===== config.mk =====
export PLATFORM = sky130hd
export DESIGN_NAME = issue_scoreboard
export DESIGN_NICKNAME = d
export VERILOG_FILES = /design/src/rtl/issue_scoreboard_pkg.sv /design/src/rtl/issue_scoreboard_sb_counter.sv /design/src/rtl/issue_scoreboard.sv
export SDC_FILE = /design/constraint.sdc
export NUM_CORES = 1
export LEC_CHECK = 0
export ABC_AREA = 1
export CAP_MARGIN = 20
export CORE_AREA = 3 3 113 115
export DETAILED_ROUTE_END_ITERATION = 12
export DIE_AREA = 0 0 116 118
export HOLD_SLACK_MARGIN = 0.06
export PLACE_DENSITY = 0.74
export REMOVE_ABC_BUFFERS = 1
export SLEW_MARGIN = 25
export SYNTH_ARGS = -nofsm -noshare
export SYNTH_HDL_FRONTEND = slang
export SYNTH_SLANG_ARGS = --single-unit

===== constraint.sdc =====
create_clock -name clk -period 3.85 [get_ports clk]
set_clock_uncertainty 0.1 [all_clocks]
set_input_delay 1.155 -clock clk [delete_from_list [all_inputs] [get_ports clk]]
set_output_delay 1.155 -clock clk [all_outputs]
set_load 0.02 [all_outputs]

===== src/rtl/issue_scoreboard_pkg.sv =====
// Shared definitions for the issue-stage hazard scoreboard: register index width,
// default sizing and the drain handshake state encoding.
package issue_scoreboard_pkg;

    localparam int REG_AW         = 5;
    localparam int SB_NUM_REGS    = 32;
    localparam int SB_MAX_PENDING = 3;

    typedef enum logic [1:0] {
        ST_RUN   = 2'd0,
        ST_DRAIN = 2'd1,
        ST_DONE  = 2'd2,
        ST_WAIT  = 2'd3
    } drain_state_e;

endpackage


===== src/rtl/issue_scoreboard_sb_counter.sv =====
// Pending-write counter for one architectural register: saturating up/down,
// flags an error on release-at-zero or increment-at-max.
module sb_counter #(
    parameter int MAX = 3,
    parameter int W   = 2
) (
    input  logic         clk,
    input  logic         rst_n,
    input  logic         inc_i,
    input  logic         dec_i,
    output logic [W-1:0] cnt_o,
    output logic [W-1:0] cnt_d_o,
    output logic         err_o
);

    logic [W-1:0] cnt_q;
    logic [W-1:0] cnt_d;

    always_comb begin
        cnt_d = cnt_q;
        err_o = 1'b0;
        if (inc_i && !dec_i) begin
            if (cnt_q == W'(MAX)) err_o = 1'b1;
            else                  cnt_d = cnt_q + 1'b1;
        end else if (dec_i && !inc_i) begin
            if (cnt_q == '0) err_o = 1'b1;
            else             cnt_d = cnt_q - 1'b1;
        end
    end

    always_ff @(posedge clk or negedge rst_n) begin
        if (!rst_n) cnt_q <= '0;
        else        cnt_q <= cnt_d;
    end

    assign cnt_o   = cnt_q;
    assign cnt_d_o = cnt_d;

endmodule


===== src/rtl/issue_scoreboard.sv =====
// Issue-stage hazard scoreboard: RAW/WAW stall, pending-write tracking and drain handshake.
// Optional macro SB_RELEASE_FORWARD_EN lets a source whose last write retires this cycle issue.
//
//   state | meaning
//   RUN   | normal issue, hazards permitting
//   DRAIN | issue blocked until every pending write has retired
//   DONE  | drain_done pulse (one cycle)
//   WAIT  | hold until drain_req drops, so a held request cannot retrigger
module issue_scoreboard
    import issue_scoreboard_pkg::*;
#(
    parameter int NUM_REGS    = SB_NUM_REGS,
    parameter int MAX_PENDING = SB_MAX_PENDING
) (
    input  logic              clk,
    input  logic              rst_n,
    input  logic              flush,
    input  logic              head_valid,
    input  logic [REG_AW-1:0] head_rs1_addr,
    input  logic              head_rs1_used,
    input  logic [REG_AW-1:0] head_rs2_addr,
    input  logic              head_rs2_used,
    input  logic [REG_AW-1:0] head_rd_addr,
    input  logic              head_rd_we,
    input  logic              exe_busy,
    input  logic              rel_en,
    input  logic [REG_AW-1:0] rel_addr,
    input  logic              drain_req,
    output logic              issue_go,
    output logic              drain_done,
    output logic              pending_any,
    output logic              sb_error
);

    localparam int CNT_W = $clog2(MAX_PENDING + 1);

    logic [CNT_W-1:0]    cnt_q [NUM_REGS];
    logic [CNT_W-1:0]    cnt_d [NUM_REGS];
    logic [NUM_REGS-1:1] err;

    drain_state_e state_q, state_d;
    logic         pending_any_q;
    logic         sb_error_q;
    logic         any_d;
    logic         fwd1, fwd2;
    logic         hazard;

    // x0 is never tracked: its count is constant zero
    assign cnt_q[0] = '0;
    assign cnt_d[0] = '0;

`ifdef SB_RELEASE_FORWARD_EN
    assign fwd1 = rel_en && (rel_addr == head_rs1_addr) && (cnt_q[head_rs1_addr] == CNT_W'(1));
    assign fwd2 = rel_en && (rel_addr == head_rs2_addr) && (cnt_q[head_rs2_addr] == CNT_W'(1));
`else
    assign fwd1 = 1'b0;
    assign fwd2 = 1'b0;
`endif

    assign hazard =
        (head_rs1_used && (head_rs1_addr != '0) && (cnt_q[head_rs1_addr] != '0) && !fwd1) ||
        (head_rs2_used && (head_rs2_addr != '0) && (cnt_q[head_rs2_addr] != '0) && !fwd2) ||
        (head_rd_we && (head_rd_addr != '0) && (cnt_q[head_rd_addr] == CNT_W'(MAX_PENDING)));

    // A new drain request blocks issue in the same cycle it is seen
    assign issue_go = rst_n && head_valid && !exe_busy && !flush && !hazard &&
                      (state_q == ST_RUN) && !drain_req;

    for (genvar r = 1; r < NUM_REGS; r++) begin : g_cnt
        logic inc_r, dec_r;
        assign inc_r = issue_go && head_rd_we && (head_rd_addr == REG_AW'(r));
        assign dec_r = rel_en && (rel_addr == REG_AW'(r));

        sb_counter #(
            .MAX (MAX_PENDING),
            .W   (CNT_W)
        ) u_cnt (
            .clk     (clk),
            .rst_n   (rst_n),
            .inc_i   (inc_r),
            .dec_i   (dec_r),
            .cnt_o   (cnt_q[r]),
            .cnt_d_o (cnt_d[r]),
            .err_o   (err[r])
        );
    end

    always_comb begin
        any_d = 1'b0;
        for (int r = 0; r < NUM_REGS; r++) begin
            any_d = any_d | (cnt_d[r] != '0);
        end
    end

    always_comb begin
        state_d = state_q;
        case (state_q)
            ST_RUN:   if (drain_req) state_d = ST_DRAIN;
            ST_DRAIN: if (!any_d)    state_d = ST_DONE;
            ST_DONE:                 state_d = ST_WAIT;
            ST_WAIT:  if (!drain_req) state_d = ST_RUN;
            default:                 state_d = ST_RUN;
        endcase
    end

    always_ff @(posedge clk or negedge rst_n) begin
        if (!rst_n) begin
            state_q       <= ST_RUN;
            pending_any_q <= 1'b0;
            sb_error_q    <= 1'b0;
        end else begin
            state_q       <= state_d;
            pending_any_q <= any_d;
            sb_error_q    <= sb_error_q | (|err);
        end
    end

    assign drain_done  = (state_q == ST_DONE);
    assign pending_any = pending_any_q;
    assign sb_error    = sb_error_q;

endmodule


==> impl_metrics.ini, run 1 <==
[floorplanning]
core_area_mm2 = 0.0119
chipWidth_um = 116
fp.dieH_um = 118
pin_count = 34
dieArea_mm2 = 0.0137
num_rows = 40
start_util = 0.544

[critical_path]
worstPathRequired_ps = 3990
reg2reg_depth = 28
r2r_end = state_q[0]
slowest_delay_ps = 220
endpoint = state_q[0]
arrival_ps = 4200
slowest_stage = clkdlybuf4s15_2
crit_start = head_rs1_addr[1]
worstSetupPathType = in -> reg
rrSetupSlack_ps = 110
critPathBufInv = 8
path_max_fanout = 8
endpoint_kind = flip-flop
critPathTopFamily = simple AND/OR/NAND/NOR gates
worst_setup_path_start_kind = input port
r2r-start = g_cnt[29].u_cnt.cnt_o[1]
crit_cells = 28

[power_and_ir_drop]
leakagePower_nw = 5.05
powerDensity_mw_per_mm2 = 273
p_sw_uw = 924
comb_power_share = 0.343
internal_power_mw = 1.73
ir_drop_v = 0.000337
pwr-share-seq = 0.314
clkPwrFrac = 0.343
total_power_mw = 2.65
switching_share = 0.349

[placed_design]
port_buffers = 33
gp_congestion = 1.09
hpwl_um = 21400
dp_slack_ps = -1310
placed_cell_area_mm2 = 0.00861

[yosys]
synth_top_cell_by_area = dfrtp_1
postSynthAreaPerCell_um2 = 5.43
synth.area.top_cells = dfrtp_1, nand2_1, nor2_1
syn-cell-area_mm2 = 0.00648
yosysWarningCount = 0
yosysUniqueCellTypes = 30
synth_seq_cells = 66
synth_top_area_frac = 0.255
syn_inst = 1194
ys_seq_area_frac = 0.255

[run]
drv_cap = 0

[routing]
wire_per_inst_um = 17.7
antenna_left = 0
avgViaCountPerCell = 5.69
dr.pass1.iters = 8
vias = 9194
drtIter0Drc = 1123
wl_um = 28600
drc_errors = 0

[final_layout]
antenna_cells = 0
drive_gt1_frac = 0.266
stdcell_area_mm2 = 0.00970
fin_util = 0.814
nNetsFinal = 1499
fill_cells = 888
syn_to_final_growth_pct = 49.6

[timing]
setup_ws_ps = -211
hold_viol_final = 0
final.min_clock_period_ps = 4060
slew_viol_final = 0
rsz0062_at_grt = yes
min_period_over_period = 1.05
fmax_ghz = 0.246
slew-limit-headroom = 0.404
tightest_slew_ps = 894
setup_viol_count_final = 5

[clock_network]
htreeDepth = 3
clkLatencyLatePin_ps = 350
cts_buffers = 9
clk_pin_slew_ps = 50
cts_tree = yes
clock_sinks = 66
cts_hold_buf = 0
clk_path_buf_depth = 2
cts_root_buf = clkbuf_16

[grt]
grt_start_max_net_pins = 67
overflow = 0
grt_pass1_vias = 8252
track_usage = 0.401
grt_pass1_wl_um = 42500
antenna_found_initial = 1

[hold_path]
holdCritPathClass = reg -> reg

[outcome]
status = finished, violations left
violations = negative setup slack
through the flow:
| stage | setup TNS, ps | hold slack [ps] | instances |
|---|---|---|---|
| final | -587 | 422 | 1616 |
| after global routing | -1310 | 481 | 1616 |
| after CTS | -206 | 418 | 1603 |
| after detailed placement | -21840 | 402 | 1578 |
| after global placement | -20080 | 419 | 1578 |
| after floorplan | -573 | 390 | 1174 |
state kept, by name (all words and copies together), names as in the netlist:
name	count
g_cnt.u_cnt.cnt_o	62
sb_error	1
state_q	2
pending_any	1
cells in the final DEF, fill, tap and decap left out, types with 3 or more instances in the layout:
| cell type | n |
|---|---|
| ha_1 | 5 |
| nand3_1 | 119 |
| nor2_4 | 13 |
| nand4_1 | 51 |
| clkbuf_16 | 10 |
| nor2_2 | 16 |
| o21ai_2 | 3 |
| dlygate4sd2_1 | 4 |
| nor4_1 | 3 |
| dfrtp_1 | 66 |
| inv_4 | 4 |
| buf_8 | 5 |
| o21ai_1 | 5 |
| nand2_2 | 35 |
| buf_12 | 7 |
| buf_4 | 222 |
| nand3b_1 | 7 |
| nor2_1 | 187 |
| clkdlybuf4s50_1 | 19 |
| nand2_1 | 356 |
| nor3_1 | 8 |
| o22ai_1 | 13 |
| buf_6 | 14 |
| inv_1 | 183 |
| nand3_2 | 16 |
| o21ai_0 | 23 |
| nand2_4 | 9 |
| nand3_4 | 4 |
| inv_2 | 15 |
| a21oi_1 | 22 |
worst min-delay path by stage:
stage / endpoint / slack, ps / cells after the start / startpoint
floorplan: state_q[1] / 390 / 2 / state_q[1]
global placement: sb_error / 420 / 2 / sb_error
detailed placement: sb_error / 400 / 2 / sb_error
CTS: sb_error / 420 / 2 / sb_error
global route: state_q[1] / 480 / 2 / state_q[1]
finish: sb_error / 420 / 2 / sb_error
cells in the mapped netlist:
cell type	n
and2_0	1
a22oi_1	1
ha_1	5
nand3_1	138
a21oi_1	25
clkbuf_1	4
nor2_1	214
nor4_1	3
a21boi_0	1
buf_4	5
o21ai_0	25
nand3_4	1
dfrtp_1	66
nor2_2	1
inv_1	199
o31ai_1	1
nor2_4	1
o221ai_1	1
o22ai_1	13
buf_1	1
nand3b_1	7
buf_6	3
nand2_1	397
inv_2	4
o21ai_1	6
nand4_1	51
nand2_2	3
nor3_1	8
buf_2	7
or2_2	2
area by class of cell:
cell class | instances | area, um2 | area share
Sequential cell | 66 | 1650 | 0.170
Multi-Input combinational cell | 905 | 4380 | 0.451
Inverter | 203 | 777 | 0.0801
Tap cell | 147 | 184 | 0.0190
Timing Repair Buffer | 279 | 2390 | 0.246
Clock inverter | 5 | 77.6 | 0.00800
Clock buffer | 11 | 243 | 0.0250
cells by family after synthesis:
family | share of synthesized area
adder cells (fa/ha/maj) | 0.00965
flip-flops | 0.255
AO/OA/AOI/OAI | 0.0606
AND/OR/NAND/NOR | 0.538
buffers and inverters | 0.137
per-layer routing:
metal / part of all wire / vias up / routed length, um / track usage
met5: 0 / - / 0 / 0
met4: 0.075 / 0 / 2140 / 0.259
met3: 0.10 / 151 / 2940 / 0.0746
met2: 0.44 / 644 / 12700 / 0.616
met1: 0.38 / 4098 / 10900 / 0.509
li1: - / 4301 / - / -
power groups by stage:
stage / clock network [mW] / logic, mW / registers, mW
after floorplan: 0 / 0.384 / 0.829
after global placement: 0 / 0.751 / 0.834
after detailed placement: 0 / 0.767 / 0.835
after CTS: 0.907 / 0.827 / 0.825
after global routing: 0.946 / 0.988 / 0.840
final: 0.911 / 0.910 / 0.831
timing repair:
action | in CTS | in global routing
gates cloned | 2 | 1
endpoints found under the setup margin | 21 | 5
pin swaps | 54 | 67
resized for setup | 139 | 84
setup buffers | 8 | 13
worst register-to-register path, delay by kind of cell (launching register included):
| family | cells | cell delay [ps] |
|---|---|---|
| AO/OA/AOI/OAI | 1 | 140 |
| buffers and inverters | 5 | 680 |
| flip-flops | 1 | 400 |
| AND/OR/NAND/NOR | 22 | 2310 |
No activity file was read; power rests on OpenSTA's default activity.
==> inputs of run 2 (changes only) <==
- CAP_MARGIN: 20 -> unset
==> results of run 2 <==
No change in the layout: final DEF, timing and power equal those of run 1.
